**config.mk**
```make
export PLATFORM = sky130hd
export DESIGN_NAME = l2_rx_mc_flat
export DESIGN_NICKNAME = d
export VERILOG_FILES = /design/src/rtl/l2_rx_mc_if.sv /design/src/rtl/l2_rx_mc.sv /design/src/flat_wrapper.sv
export SDC_FILE = /design/constraint.sdc
export NUM_CORES = 1
export LEC_CHECK = 0
export ABC_AREA = 1
export ABC_CLOCK_PERIOD_IN_PS = 13200
export CAP_MARGIN = 20
export CORE_UTILIZATION = 58
export CTS_CLUSTER_DIAMETER = 60
export DETAILED_ROUTE_END_ITERATION = 12
export DONT_BUFFER_PORTS = 1
export PLACE_DENSITY = 0.81
export SLEW_MARGIN = 40
export SYNTH_ARGS = -nofsm -noshare
export SYNTH_HDL_FRONTEND = slang
export SYNTH_SLANG_ARGS = --single-unit
```
**constraint.sdc**
```tcl
create_clock -name clk -period 13.2 [get_ports clk]
set_clock_uncertainty 0.15 [all_clocks]
set_input_delay 3.96 -clock clk [delete_from_list [all_inputs] [get_ports clk]]
set_output_delay 3.96 -clock clk [all_outputs]
set_load 0.1 [all_outputs]
```
**src/rtl/l2_rx_mc_if.sv**
```systemverilog
// RX FIFO and L3 channel bus of the L2 receive deframer.
// master: deframer side; slave: FIFO / L3 engine side.
interface l2_rx_mc_if #(
  parameter int DW  = 32,
  parameter int NCH = 4
);
  localparam int BW = DW / 8;

  logic            rx_fifo_empty;
  logic [DW-1:0]   rx_fifo_dout;
  logic            rx_fifo_rd;
  logic [NCH-1:0]  l3_en;
  logic [3:0]      l3_sel;
  logic [3:0]      l3_id;
  logic [7:0]      l3_op;
  logic [15:0]     l3_extend;
  logic [15:0]     l3_size;
  logic [NCH-1:0]  l3_cmd_done;
  logic [DW-1:0]   l3_wd;
  logic [BW-1:0]   l3_wstrb;
  logic            l3_wd_vld;
  logic            l3_wd_rdy;

  modport master (
    input  rx_fifo_empty, rx_fifo_dout, l3_cmd_done, l3_wd_rdy,
    output rx_fifo_rd, l3_en, l3_sel, l3_id, l3_op, l3_extend, l3_size,
           l3_wd, l3_wstrb, l3_wd_vld
  );

  modport slave (
    output rx_fifo_empty, rx_fifo_dout, l3_cmd_done, l3_wd_rdy,
    input  rx_fifo_rd, l3_en, l3_sel, l3_id, l3_op, l3_extend, l3_size,
           l3_wd, l3_wstrb, l3_wd_vld
  );
endinterface

```
**src/rtl/l2_rx_mc.sv**
```systemverilog
// L2 receive deframer: pops header/command/payload words from the RX FIFO,
// starts the selected L3 channel and streams the byte-reversed payload
// through a 2-entry output buffer.
module l2_rx_mc #(
  parameter int DW  = 32,
  parameter int NCH = 4
) (
  input  logic        clk,
  input  logic        rst_n,
  input  logic        pin_l2_clr,
  input  logic        pin_l2_loop,
  l2_rx_mc_if.master  bus,
  output logic        l2_err,
  output logic [1:0]  l2_err_code,
  output logic [15:0] frm_cnt
);
  localparam int BW = DW / 8;
  localparam int LB = $clog2(BW);
  localparam logic [15:0] BW16  = 16'(BW);
  localparam logic [LB:0] BW_NB = (LB + 1)'(BW);

  typedef enum logic [2:0] {
    S_IDLE = 3'd0, S_HEAD = 3'd1, S_CMD_RD = 3'd2, S_CMD = 3'd3,
    S_START = 3'd4, S_DATA = 3'd5, S_CLEAN = 3'd6
  } state_t;

  // Byte-reverse a FIFO word (first frame byte to MSB), zeroing bytes past nb.
  function automatic logic [DW-1:0] swap_mask(input logic [DW-1:0] w, input logic [LB:0] nb);
    logic [DW-1:0] r;
    r = '0;
    for (int j = 0; j < BW; j++) begin
      if (j < int'(nb)) r[8*(BW-1-j) +: 8] = w[8*j +: 8];
      else              r[8*(BW-1-j) +: 8] = 8'h00;
    end
    return r;
  endfunction

  // Strobe matching swap_mask: the nb most significant bytes are valid.
  function automatic logic [BW-1:0] strb_of(input logic [LB:0] nb);
    logic [BW-1:0] s;
    s = '0;
    for (int j = 0; j < BW; j++) begin
      if (j < int'(nb)) s[BW-1-j] = 1'b1;
      else              s[BW-1-j] = 1'b0;
    end
    return s;
  endfunction

  state_t          state_r, state_nx_s;
  logic [15:0]     len_r, len_nx_s, len_base_s, hdr_len_s;
  logic            infl_r, infl_last_r;
  logic [1:0]      cnt_r;
  logic [DW-1:0]   d0_r, d1_r, new_d_s;
  logic [BW-1:0]   s0_r, s1_r, new_s_s;
  logic [LB:0]     nb_s;
  logic [3:0]      sel_r, id_r, cmd_sel_s;
  logic [7:0]      op_r;
  logic [15:0]     ext_r, size_r, frm_r;
  logic [NCH-1:0]  sel_oh_r, en_r, cmd_oh_s;
  logic            err_r, err_set_s, rd_s, frm_inc_s, flush_s;
  logic            pop_s, push_s, done_s, drained_s, sel_bad_s;
  logic [1:0]      err_code_r, err_code_s;
  logic [2:0]      occ_s;

  // Decode of FIFO word fields, buffer occupancy and channel completion.
  always_comb begin
    hdr_len_s = bus.rx_fifo_dout[31:16];
    cmd_sel_s = bus.rx_fifo_dout[3:0];
    cmd_oh_s  = '0;
    for (int i = 0; i < NCH; i++) cmd_oh_s[i] = (cmd_sel_s == 4'(i));
    sel_bad_s = ({1'b0, cmd_sel_s} >= 5'(NCH));
    pop_s     = (cnt_r != 2'd0) && bus.l3_wd_rdy;
    occ_s     = {1'b0, cnt_r} + {2'b00, infl_r} - {2'b00, pop_s};
    done_s    = |(bus.l3_cmd_done & sel_oh_r);
    drained_s = (len_r == 16'd0) && !infl_r && (cnt_r == {1'b0, pop_s});
    push_s    = infl_r && (state_r == S_DATA);
    if (infl_last_r && (size_r[LB-1:0] != '0)) nb_s = {1'b0, size_r[LB-1:0]};
    else                                       nb_s = BW_NB;
    new_d_s   = swap_mask(bus.rx_fifo_dout, nb_s);
    new_s_s   = strb_of(nb_s);
  end

  // Next-state, FIFO pop and event decisions; abort overrides everything.
  always_comb begin
    state_nx_s = state_r;
    rd_s       = 1'b0;
    err_set_s  = 1'b0;
    err_code_s = 2'd0;
    frm_inc_s  = 1'b0;
    flush_s    = 1'b0;
    if (pin_l2_clr) begin
      state_nx_s = S_IDLE;
      flush_s    = 1'b1;
    end else begin
      case (state_r)
        S_IDLE: begin
          if (!bus.rx_fifo_empty && !pin_l2_loop) begin
            rd_s = 1'b1; state_nx_s = S_HEAD;
          end else begin
            state_nx_s = S_IDLE;
          end
        end
        S_HEAD: begin
          if (hdr_len_s == 16'd0) begin
            state_nx_s = S_IDLE;
          end else if (hdr_len_s < BW16) begin
            if (!bus.rx_fifo_empty) begin
              rd_s = 1'b1; err_set_s = 1'b1; err_code_s = 2'd1; state_nx_s = S_IDLE;
            end else begin
              state_nx_s = S_HEAD;
            end
          end else begin
            state_nx_s = S_CMD_RD;
          end
        end
        S_CMD_RD: begin
          if (!bus.rx_fifo_empty) begin
            rd_s = 1'b1; state_nx_s = S_CMD;
          end else begin
            state_nx_s = S_CMD_RD;
          end
        end
        S_CMD: begin
          if (sel_bad_s) begin
            err_set_s = 1'b1; err_code_s = 2'd2; state_nx_s = S_CLEAN;
          end else begin
            state_nx_s = S_START;
          end
        end
        S_START: state_nx_s = S_DATA;
        S_DATA: begin
          rd_s = (len_r != 16'd0) && !bus.rx_fifo_empty && (occ_s < 3'd2);
          if (done_s && drained_s) begin
            frm_inc_s = 1'b1; state_nx_s = S_IDLE;
          end else if (done_s) begin
            err_set_s = 1'b1; err_code_s = 2'd3; flush_s = 1'b1; state_nx_s = S_CLEAN;
          end else begin
            state_nx_s = S_DATA;
          end
        end
        S_CLEAN: begin
          if (len_r == 16'd0) begin
            state_nx_s = S_IDLE;
          end else begin
            rd_s = !bus.rx_fifo_empty; state_nx_s = S_CLEAN;
          end
        end
        default: state_nx_s = S_IDLE;
      endcase
    end
  end

  // Remaining-byte counter: loaded from the header, minus BW per later pop.
  always_comb begin
    if (state_r == S_HEAD) len_base_s = hdr_len_s;
    else                   len_base_s = len_r;
    if (rd_s && (state_r != S_IDLE)) begin
      if (len_base_s >= BW16) len_nx_s = len_base_s - BW16;
      else                    len_nx_s = 16'd0;
    end else begin
      len_nx_s = len_base_s;
    end
  end

  // State, length counter and in-flight payload read tracking.
  always_ff @(posedge clk or negedge rst_n) begin
    if (!rst_n) begin
      state_r     <= S_IDLE;
      len_r       <= 16'd0;
      infl_r      <= 1'b0;
      infl_last_r <= 1'b0;
    end else begin
      state_r     <= state_nx_s;
      len_r       <= pin_l2_clr ? 16'd0 : len_nx_s;
      infl_r      <= rd_s && (state_r == S_DATA);
      infl_last_r <= (len_r <= BW16);
    end
  end

  // Two-entry payload buffer; entry 0 is the presented word.
  always_ff @(posedge clk or negedge rst_n) begin
    if (!rst_n) begin
      cnt_r <= 2'd0; d0_r <= '0; d1_r <= '0; s0_r <= '0; s1_r <= '0;
    end else if (flush_s) begin
      cnt_r <= 2'd0; d0_r <= '0; d1_r <= '0; s0_r <= '0; s1_r <= '0;
    end else begin
      case ({push_s, pop_s})
        2'b10: begin
          if (cnt_r == 2'd0) begin d0_r <= new_d_s; s0_r <= new_s_s; end
          else               begin d1_r <= new_d_s; s1_r <= new_s_s; end
          cnt_r <= cnt_r + 2'd1;
        end
        2'b01: begin
          if (cnt_r == 2'd2) begin d0_r <= d1_r; s0_r <= s1_r; end
          else               begin d0_r <= '0;   s0_r <= '0;   end
          d1_r <= '0; s1_r <= '0;
          cnt_r <= cnt_r - 2'd1;
        end
        2'b11: begin
          if (cnt_r == 2'd1) begin
            d0_r <= new_d_s; s0_r <= new_s_s;
          end else begin
            d0_r <= d1_r; s0_r <= s1_r; d1_r <= new_d_s; s1_r <= new_s_s;
          end
        end
        default: cnt_r <= cnt_r;
      endcase
    end
  end

  // Command fields latched in CMD, channel start pulse, errors and frame count.
  always_ff @(posedge clk or negedge rst_n) begin
    if (!rst_n) begin
      sel_r <= 4'd0; id_r <= 4'd0; op_r <= 8'd0; ext_r <= 16'd0; size_r <= 16'd0;
      sel_oh_r <= '0; en_r <= '0; err_r <= 1'b0; err_code_r <= 2'd0; frm_r <= 16'd0;
    end else begin
      if ((state_r == S_CMD) && !pin_l2_clr) begin
        sel_r    <= cmd_sel_s;
        id_r     <= bus.rx_fifo_dout[7:4];
        op_r     <= bus.rx_fifo_dout[15:8];
        ext_r    <= bus.rx_fifo_dout[31:16];
        size_r   <= len_r;
        sel_oh_r <= cmd_oh_s;
      end
      if ((state_r == S_CMD) && (state_nx_s == S_START)) en_r <= cmd_oh_s;
      else                                                en_r <= '0;
      err_r <= err_set_s;
      if (err_set_s) err_code_r <= err_code_s;
      if (frm_inc_s) frm_r <= frm_r + 16'd1;
    end
  end

  assign bus.rx_fifo_rd = rd_s;
  assign bus.l3_en      = en_r;
  assign bus.l3_sel     = sel_r;
  assign bus.l3_id      = id_r;
  assign bus.l3_op      = op_r;
  assign bus.l3_extend  = ext_r;
  assign bus.l3_size    = size_r;
  assign bus.l3_wd      = d0_r;
  assign bus.l3_wstrb   = s0_r;
  assign bus.l3_wd_vld  = (cnt_r != 2'd0);
  assign l2_err         = err_r;
  assign l2_err_code    = err_code_r;
  assign frm_cnt        = frm_r;
endmodule

```
**src/flat_wrapper.sv**
```systemverilog
// flat-port wrapper written by rule: the top's interface ports become plain ports
module l2_rx_mc_flat 
#(
  parameter int DW  = 32,
  parameter int NCH = 4
)
  (clk, rst_n, pin_l2_clr, pin_l2_loop, l2_err, l2_err_code, frm_cnt, bus_rx_fifo_empty, bus_rx_fifo_dout, bus_l3_cmd_done, bus_l3_wd_rdy, bus_rx_fifo_rd, bus_l3_en, bus_l3_sel, bus_l3_id, bus_l3_op, bus_l3_extend, bus_l3_size, bus_l3_wd, bus_l3_wstrb, bus_l3_wd_vld);
  l2_rx_mc_if #(.DW(DW), .NCH(NCH)) bus_i ();
  input  logic clk;
  input  logic rst_n;
  input  logic pin_l2_clr;
  input  logic pin_l2_loop;
  output logic l2_err;
  output logic [1:0] l2_err_code;
  output logic [15:0] frm_cnt;
  input wire logic [$bits(bus_i.rx_fifo_empty)-1:0] bus_rx_fifo_empty;
  input wire logic [$bits(bus_i.rx_fifo_dout)-1:0] bus_rx_fifo_dout;
  input wire logic [$bits(bus_i.l3_cmd_done)-1:0] bus_l3_cmd_done;
  input wire logic [$bits(bus_i.l3_wd_rdy)-1:0] bus_l3_wd_rdy;
  output wire logic [$bits(bus_i.rx_fifo_rd)-1:0] bus_rx_fifo_rd;
  output wire logic [$bits(bus_i.l3_en)-1:0] bus_l3_en;
  output wire logic [$bits(bus_i.l3_sel)-1:0] bus_l3_sel;
  output wire logic [$bits(bus_i.l3_id)-1:0] bus_l3_id;
  output wire logic [$bits(bus_i.l3_op)-1:0] bus_l3_op;
  output wire logic [$bits(bus_i.l3_extend)-1:0] bus_l3_extend;
  output wire logic [$bits(bus_i.l3_size)-1:0] bus_l3_size;
  output wire logic [$bits(bus_i.l3_wd)-1:0] bus_l3_wd;
  output wire logic [$bits(bus_i.l3_wstrb)-1:0] bus_l3_wstrb;
  output wire logic [$bits(bus_i.l3_wd_vld)-1:0] bus_l3_wd_vld;
  assign bus_i.rx_fifo_empty = bus_rx_fifo_empty;
  assign bus_i.rx_fifo_dout = bus_rx_fifo_dout;
  assign bus_i.l3_cmd_done = bus_l3_cmd_done;
  assign bus_i.l3_wd_rdy = bus_l3_wd_rdy;
  assign bus_rx_fifo_rd = bus_i.rx_fifo_rd;
  assign bus_l3_en = bus_i.l3_en;
  assign bus_l3_sel = bus_i.l3_sel;
  assign bus_l3_id = bus_i.l3_id;
  assign bus_l3_op = bus_i.l3_op;
  assign bus_l3_extend = bus_i.l3_extend;
  assign bus_l3_size = bus_i.l3_size;
  assign bus_l3_wd = bus_i.l3_wd;
  assign bus_l3_wstrb = bus_i.l3_wstrb;
  assign bus_l3_wd_vld = bus_i.l3_wd_vld;
  l2_rx_mc #(.DW(DW), .NCH(NCH)) u_core (.clk(clk), .rst_n(rst_n), .pin_l2_clr(pin_l2_clr), .pin_l2_loop(pin_l2_loop), .bus(bus_i), .l2_err(l2_err), .l2_err_code(l2_err_code), .frm_cnt(frm_cnt));
endmodule
```
## Yosys cells after proc, flatten, opt, wreduce, memory -nomap -nowiden

Cells that the tools add are included.

| word-level totals | value |
|---|---|
| flip-flop bits (word level) | 170 |
| latch bits | 0 |
| bits in writable memories | 0 |
| memory bits (read-only) | 0 |
| bits of input ports | 42 |
| memories kept | 0 |

| cells by class | value |
|---|---|
| $add $sub $neg | 6 |
| multipliers | 0 |
| div/mod/pow operators | 0 |
| magnitude comparators | 9 |
| equality and inequality tests | 19 |
| shifts and indexed selects | 0 |
| mux-type cells | 70 |
| bitwise gates (word level) | 1 |
| reduce and logical (&&, ||, !) cells | 31 |

Operator list:

| operator | number |
|---|---|
| 32-bit 2-to-1 mux | 7 |
| 32-bit case mux with 3 select lines | 2 |
| 16-bit 2-to-1 mux | 4 |
| 16-bit zero test | 2 |
| 4-bit 2-to-1 mux | 8 |
| 8-bit 2-to-1 mux | 4 |
| 4-bit case mux with 3 select lines | 2 |
| 1-bit 2-to-1 mux | 23 |
| 3-bit case mux with 7 select lines | 1 |
| 2-bit 2-to-1 mux | 10 |
| 16-bit by 1-bit adder with 16-bit output (second input constant) | 1 |
| 16-bit by 3-bit greater-or-equal comparator with 1-bit output (second input constant) | 1 |
| 16-bit by 3-bit <= comparator with 1-bit output (second input constant) | 1 |
| 16-bit by 3-bit < comparator with 1-bit output (second input constant) | 1 |
| 16-bit nonzero test | 1 |
| 16-bit by 3-bit subtractor with 16-bit output (second input constant) | 1 |
| 3-bit 2-to-1 mux | 5 |
| 1-bit logical AND | 13 |
| 3-bit equality test (second input constant) | 4 |
| 4-bit by 2-bit equality test with 1-bit output (second input constant) | 2 |
| 2-bit equality test (second input constant) | 3 |
| 3-bit by 2-bit equality test with 1-bit output (second input constant) | 2 |
| 1-bit by 3-bit < comparator with 1-bit output (first input constant) | 2 |
| 2-bit by 3-bit < comparator with 1-bit output (first input constant) | 2 |
| other kinds (27) | 34 |

## Longest topological paths before layout

| logic depth | value |
|---|---|
| depth after elaboration | 11 |
| depth in mapped cells | 18 |
| depth with buffers taken out | 17 |

## Worst setup path before layout

OpenSTA, ideal clock, no wires.

| timing path | value |
|---|---|
| kind | input port to output port |
| start | input port bus_l3_wd_rdy |
| end | output port bus_rx_fifo_rd |
| arrival | 6.663 ns |
| setup slack | 2.427 ns |
| stages | 13 |
| cell sequence | inv_1 nor2_4 clkbuf_1 ha_1 or2_2 fa_1 a21boi_0 nand3_1 nand2_1 nand3_1 nand2_2 nand2_1 inv_1 |

| on the way | value |
|---|---|
| word-level cells in the longest chain between the ends | 6 |

Ends and longest elaborated chain:

| item | line | text |
|---|---|---|
| start: declaration | flat_wrapper.sv:19 | `input wire logic [$bits(bus_i.l3_wd_rdy)-1:0] bus_l3_wd_rdy;` |
| 1-bit logical AND | l2_rx_mc.sv:72 | `pop_s = (cnt_r != 2'd0) && bus.l3_wd_rdy;` |
| 3-bit by 1-bit subtractor with 3-bit output | l2_rx_mc.sv:73 | `occ_s = {1'b0, cnt_r} + {2'b00, infl_r} - {2'b00, pop_s};` |
| 3-bit by 2-bit < comparator with 1-bit output | l2_rx_mc.sv:132 | `rd_s = (len_r != 16'd0) && !bus.rx_fifo_empty && (occ_s < 3'd2);` |
| 1-bit logical AND | l2_rx_mc.sv:132 |  |
| 1-bit case mux with 5 select lines | l2_rx_mc.sv:95 | `case (state_r)` |
| 1-bit 2-to-1 mux | l2_rx_mc.sv:91 | `if (pin_l2_clr) begin` |
| end: declaration | flat_wrapper.sv:20 | `output wire logic [$bits(bus_i.rx_fifo_rd)-1:0] bus_rx_fifo_rd;` |

No other way between the ends.

## Worst setup path after layout

Same ends and word-level chain as after synthesis.

==> flow_metrics.env <==
export IMPL_vias_per_cell=5.88
export IMPL_max_vdd_ir_drop_uv=107
export IMPL_internal_power_uw=944
export IMPL_ys_types=40
export IMPL_post_cts_setup_buffer_count=0
export IMPL_p_sw_uw=563
export IMPL_clockRootBuffer="clkbuf_16"
export IMPL_initial_core_util=0.598
export IMPL_slew_headroom=0.403
export IMPL_switching_share=0.374
export IMPL_grt_remaining_overflow=0
export IMPL_netlist_area_um2=8360
export IMPL_drtPass1Iterations=5
export IMPL_dp_cells=1193
export IMPL_stdcell_count=1227
export IMPL_synthArstFlopShare=1.00
export IMPL_rsz0062_at_grt="false"
export IMPL_gp_congestion=0.978
export IMPL_p_clk_frac=0.357
export IMPL_nets=1087
export IMPL_portBuffers=0
export IMPL_via_count=7216
export IMPL_ys_warn_count=0
export IMPL_dieHeight_um=122
export IMPL_yosysMostFrequentCell="nand2_1"
export IMPL_syn_avg_cell_area_um2=7.95
export IMPL_antenna_found_initial=0
export IMPL_finalHoldViolCount=0
export IMPL_maxSlewViolCount=0
export IMPL_wire_per_inst_um=18.3
export IMPL_worstSetupPathType="input pin to output port"
export IMPL_clock_latency_ns=0.43
export IMPL_grt_first_pass_wirelength_um=35000
export IMPL_arrival_ns=6.94
export IMPL_antenna_cells=0
export IMPL_postCtsResizedCells=0
export IMPL_grt_start_max_net_pins=171
export IMPL_grt_usage=0.309
export IMPL_clock_sinks=170
export IMPL_syn_nets=1105
export IMPL_tightest_slew_ns=0.896
export IMPL_stdcell_area_um2=9230
export IMPL_htreeDepth=4
export IMPL_wirelength_um=22500
export IMPL_cp_end_kind="output port"
export IMPL_period_minus_slack_ns=11.05
export IMPL_yosysTopAreaCell="dfrtp_1"
export IMPL_drtIter0Drc=745
export IMPL_cp_slowest_stage_delay_ns=0.62
export IMPL_crit_required_ns=9.09
export IMPL_die_area_um2=14900
export IMPL_preCtsSetupSlack_ns=2.19
export IMPL_area_growth_pct=10.3
export IMPL_setup_viol=0
export IMPL_drt_drc_violations_left=0
export IMPL_ant_nets=0
export IMPL_drive_gt1_frac=0.150
export IMPL_cp_max_fo=30
export IMPL_synth_top_cells_by_count="nand2_1 (301), dfrtp_1 (170), nor2_1 (125)"
export IMPL_setup_ws_ns=2.15
export IMPL_ys_seq_area_frac=0.509
export IMPL_setup_tns_ns=0
export IMPL_hpwlAfterDp_um=15400
export IMPL_crit_slowest_cell="inv_1"
export IMPL_yosys_top_cells_area="dfrtp_1 (51%), nand2_1 (14%), o21ai_0 (6.3%), nor2_1 (5.6%), nand3_1 (4.1%)"
export IMPL_num_rows=43
export IMPL_worstPathCellList="inv_1 > nor2_4 > ha_1 > or2_2 > fa_1 > a21boi_0 > nand3_1 > nand2_1 > nand3_1 > nand2_2 > nand2_1 > inv_1"
export IMPL_cts_tree="yes"
export IMPL_max_freq_mhz=90.5
export IMPL_combPwrFrac=0.100
export IMPL_synth_seq_cells=170
export IMPL_synth_ff_type="dfrtp_1"
export IMPL_pwr_share_seq=0.543
export IMPL_synth_edf_count=0
export IMPL_power_leakage_uw=0.00438
export IMPL_hold_class="register to register"
export IMPL_ioPinCount=151
export IMPL_clkTransAtPathRegs_ns=0.06
export IMPL_worstSetupStartpointType="input pin"
export IMPL_cts_buffers=17
export IMPL_period_share=0.837
export IMPL_drv_cap=0
export IMPL_status="finished, final reports clean"
export IMPL_postCtsHoldBufs=0
export IMPL_p_per_area_nw_per_um2=163
export IMPL_core_area_um2=14000
export IMPL_yosysTopAreaCellShare=0.509
export IMPL_dpl_cell_area_um2=8510
export IMPL_die_w_um=122
export IMPL_grt_pass1_vias=6768
export IMPL_synth_cells=1052
export IMPL_clk_path_buf_depth=2
path summary, 6_finish.rpt:
path,start,to,slack [ns],cells after the start
min,u_core.sel_oh_r[0],u_core.sel_oh_r[0],0.34,2
min in group asynchronous,rst_n,u_core.bus.l3_op[6],3.07,0
max,bus_l3_wd_rdy,bus_rx_fifo_rd,2.15,12
max reg2reg,u_core.cnt_r[1],u_core.d1_r[21],9.01,11
max in group asynchronous,rst_n,u_core.frm_cnt[10],9.59,0
min reg2reg,u_core.sel_oh_r[0],u_core.sel_oh_r[0],0.34,2
sequential cells by signal, indices dropped and copies added (netlist names):
| register | flops |
|---|---|
| u_core.bus.l3_extend | 16 |
| u_core.infl_last_r | 1 |
| u_core.d1_r | 32 |
| u_core.bus.l3_en | 4 |
| u_core.frm_cnt | 16 |
| u_core.cnt_r | 2 |
| u_core.bus.l3_size | 16 |
| u_core.state_r | 3 |
| u_core.bus.l3_id | 4 |
| u_core.len_r | 16 |
| u_core.bus.l3_sel | 4 |
| u_core.infl_r | 1 |
| u_core.bus.l3_wstrb | 4 |
| u_core.sel_oh_r | 4 |
| u_core.bus.l3_op | 8 |
| u_core.bus.l3_wd | 32 |
| u_core.s1_r | 4 |
| u_core.l2_err | 1 |
| u_core.l2_err_code | 2 |
through the flow:
stage	utilization	hold WS, ns	total power (uW)
2_1_floorplan	-	0.299	926
3_3_place_gp	0.602	0.320	960
3_5_place_dp	0.608	0.318	969
4_1_cts	0.654	0.340	1500
5_1_grt	0.660	0.362	1550
6_report	0.660	0.342	1510
per-layer routing:
| metal | part of all wire | track usage | up-vias |
|---|---|---|---|
| met4 | 0.032 | 0.130 | 0 |
| met3 | 0.094 | 0.0875 | 56 |
| li1 | - | - | 3372 |
| met2 | 0.47 | 0.489 | 339 |
| met1 | 0.40 | 0.397 | 3449 |
| met5 | 0 | 0 | - |
critical path: cells and delay by family:
| kind | cells | cell delay, ns |
|---|---|---|
| adder cells (fa/ha/maj) | 2 | 0.84 |
| AND/OR/NAND/NOR | 7 | 1.29 |
| AO/OA/AOI/OAI | 1 | 0.17 |
| buffers and inverters | 2 | 0.66 |
area by class of cell:
cell class	instances	area [um^2]
fill	1183	4760
sequential	170	4380
multi-input combinational	743	3560
clock buffer	25	495
inverter	93	352
tap	180	225
clock inverter	7	139
timing repair buffer	9	77.6
cell usage in the layout, fill, tap and decap left out, types with 8 or more instances in the layout:
master,count
a211oi_1,13
a21oi_1,13
a31oi_1,22
clkbuf_16,18
dfrtp_1,73
dfrtp_2,97
ha_1,10
inv_1,86
nand2_1,300
nand3_1,68
nor2_1,125
nor3_1,12
o21ai_0,106
xnor2_1,9
xor2_1,8
kinds of logic after synthesis:
logic type,after synthesis,synth area share
AND/OR/NAND/NOR,536,0.267
adder cells (fa/ha/maj),11,0.0174
flip-flops,170,0.509
XOR/XNOR,17,0.0178
AO/OA/AOI/OAI,179,0.123
buffers and inverters,139,0.0672
power groups by stage:
stage | clock, uW | combinational (uW) | sequential, uW
2_1_floorplan | 0 | 116 | 810
3_3_place_gp | 0 | 142 | 819
3_5_place_dp | 0 | 146 | 823
4_1_cts | 540 | 148 | 813
5_1_grt | 561 | 169 | 822
6_report | 538 | 150 | 817
(Power assumes the default switching activity.)
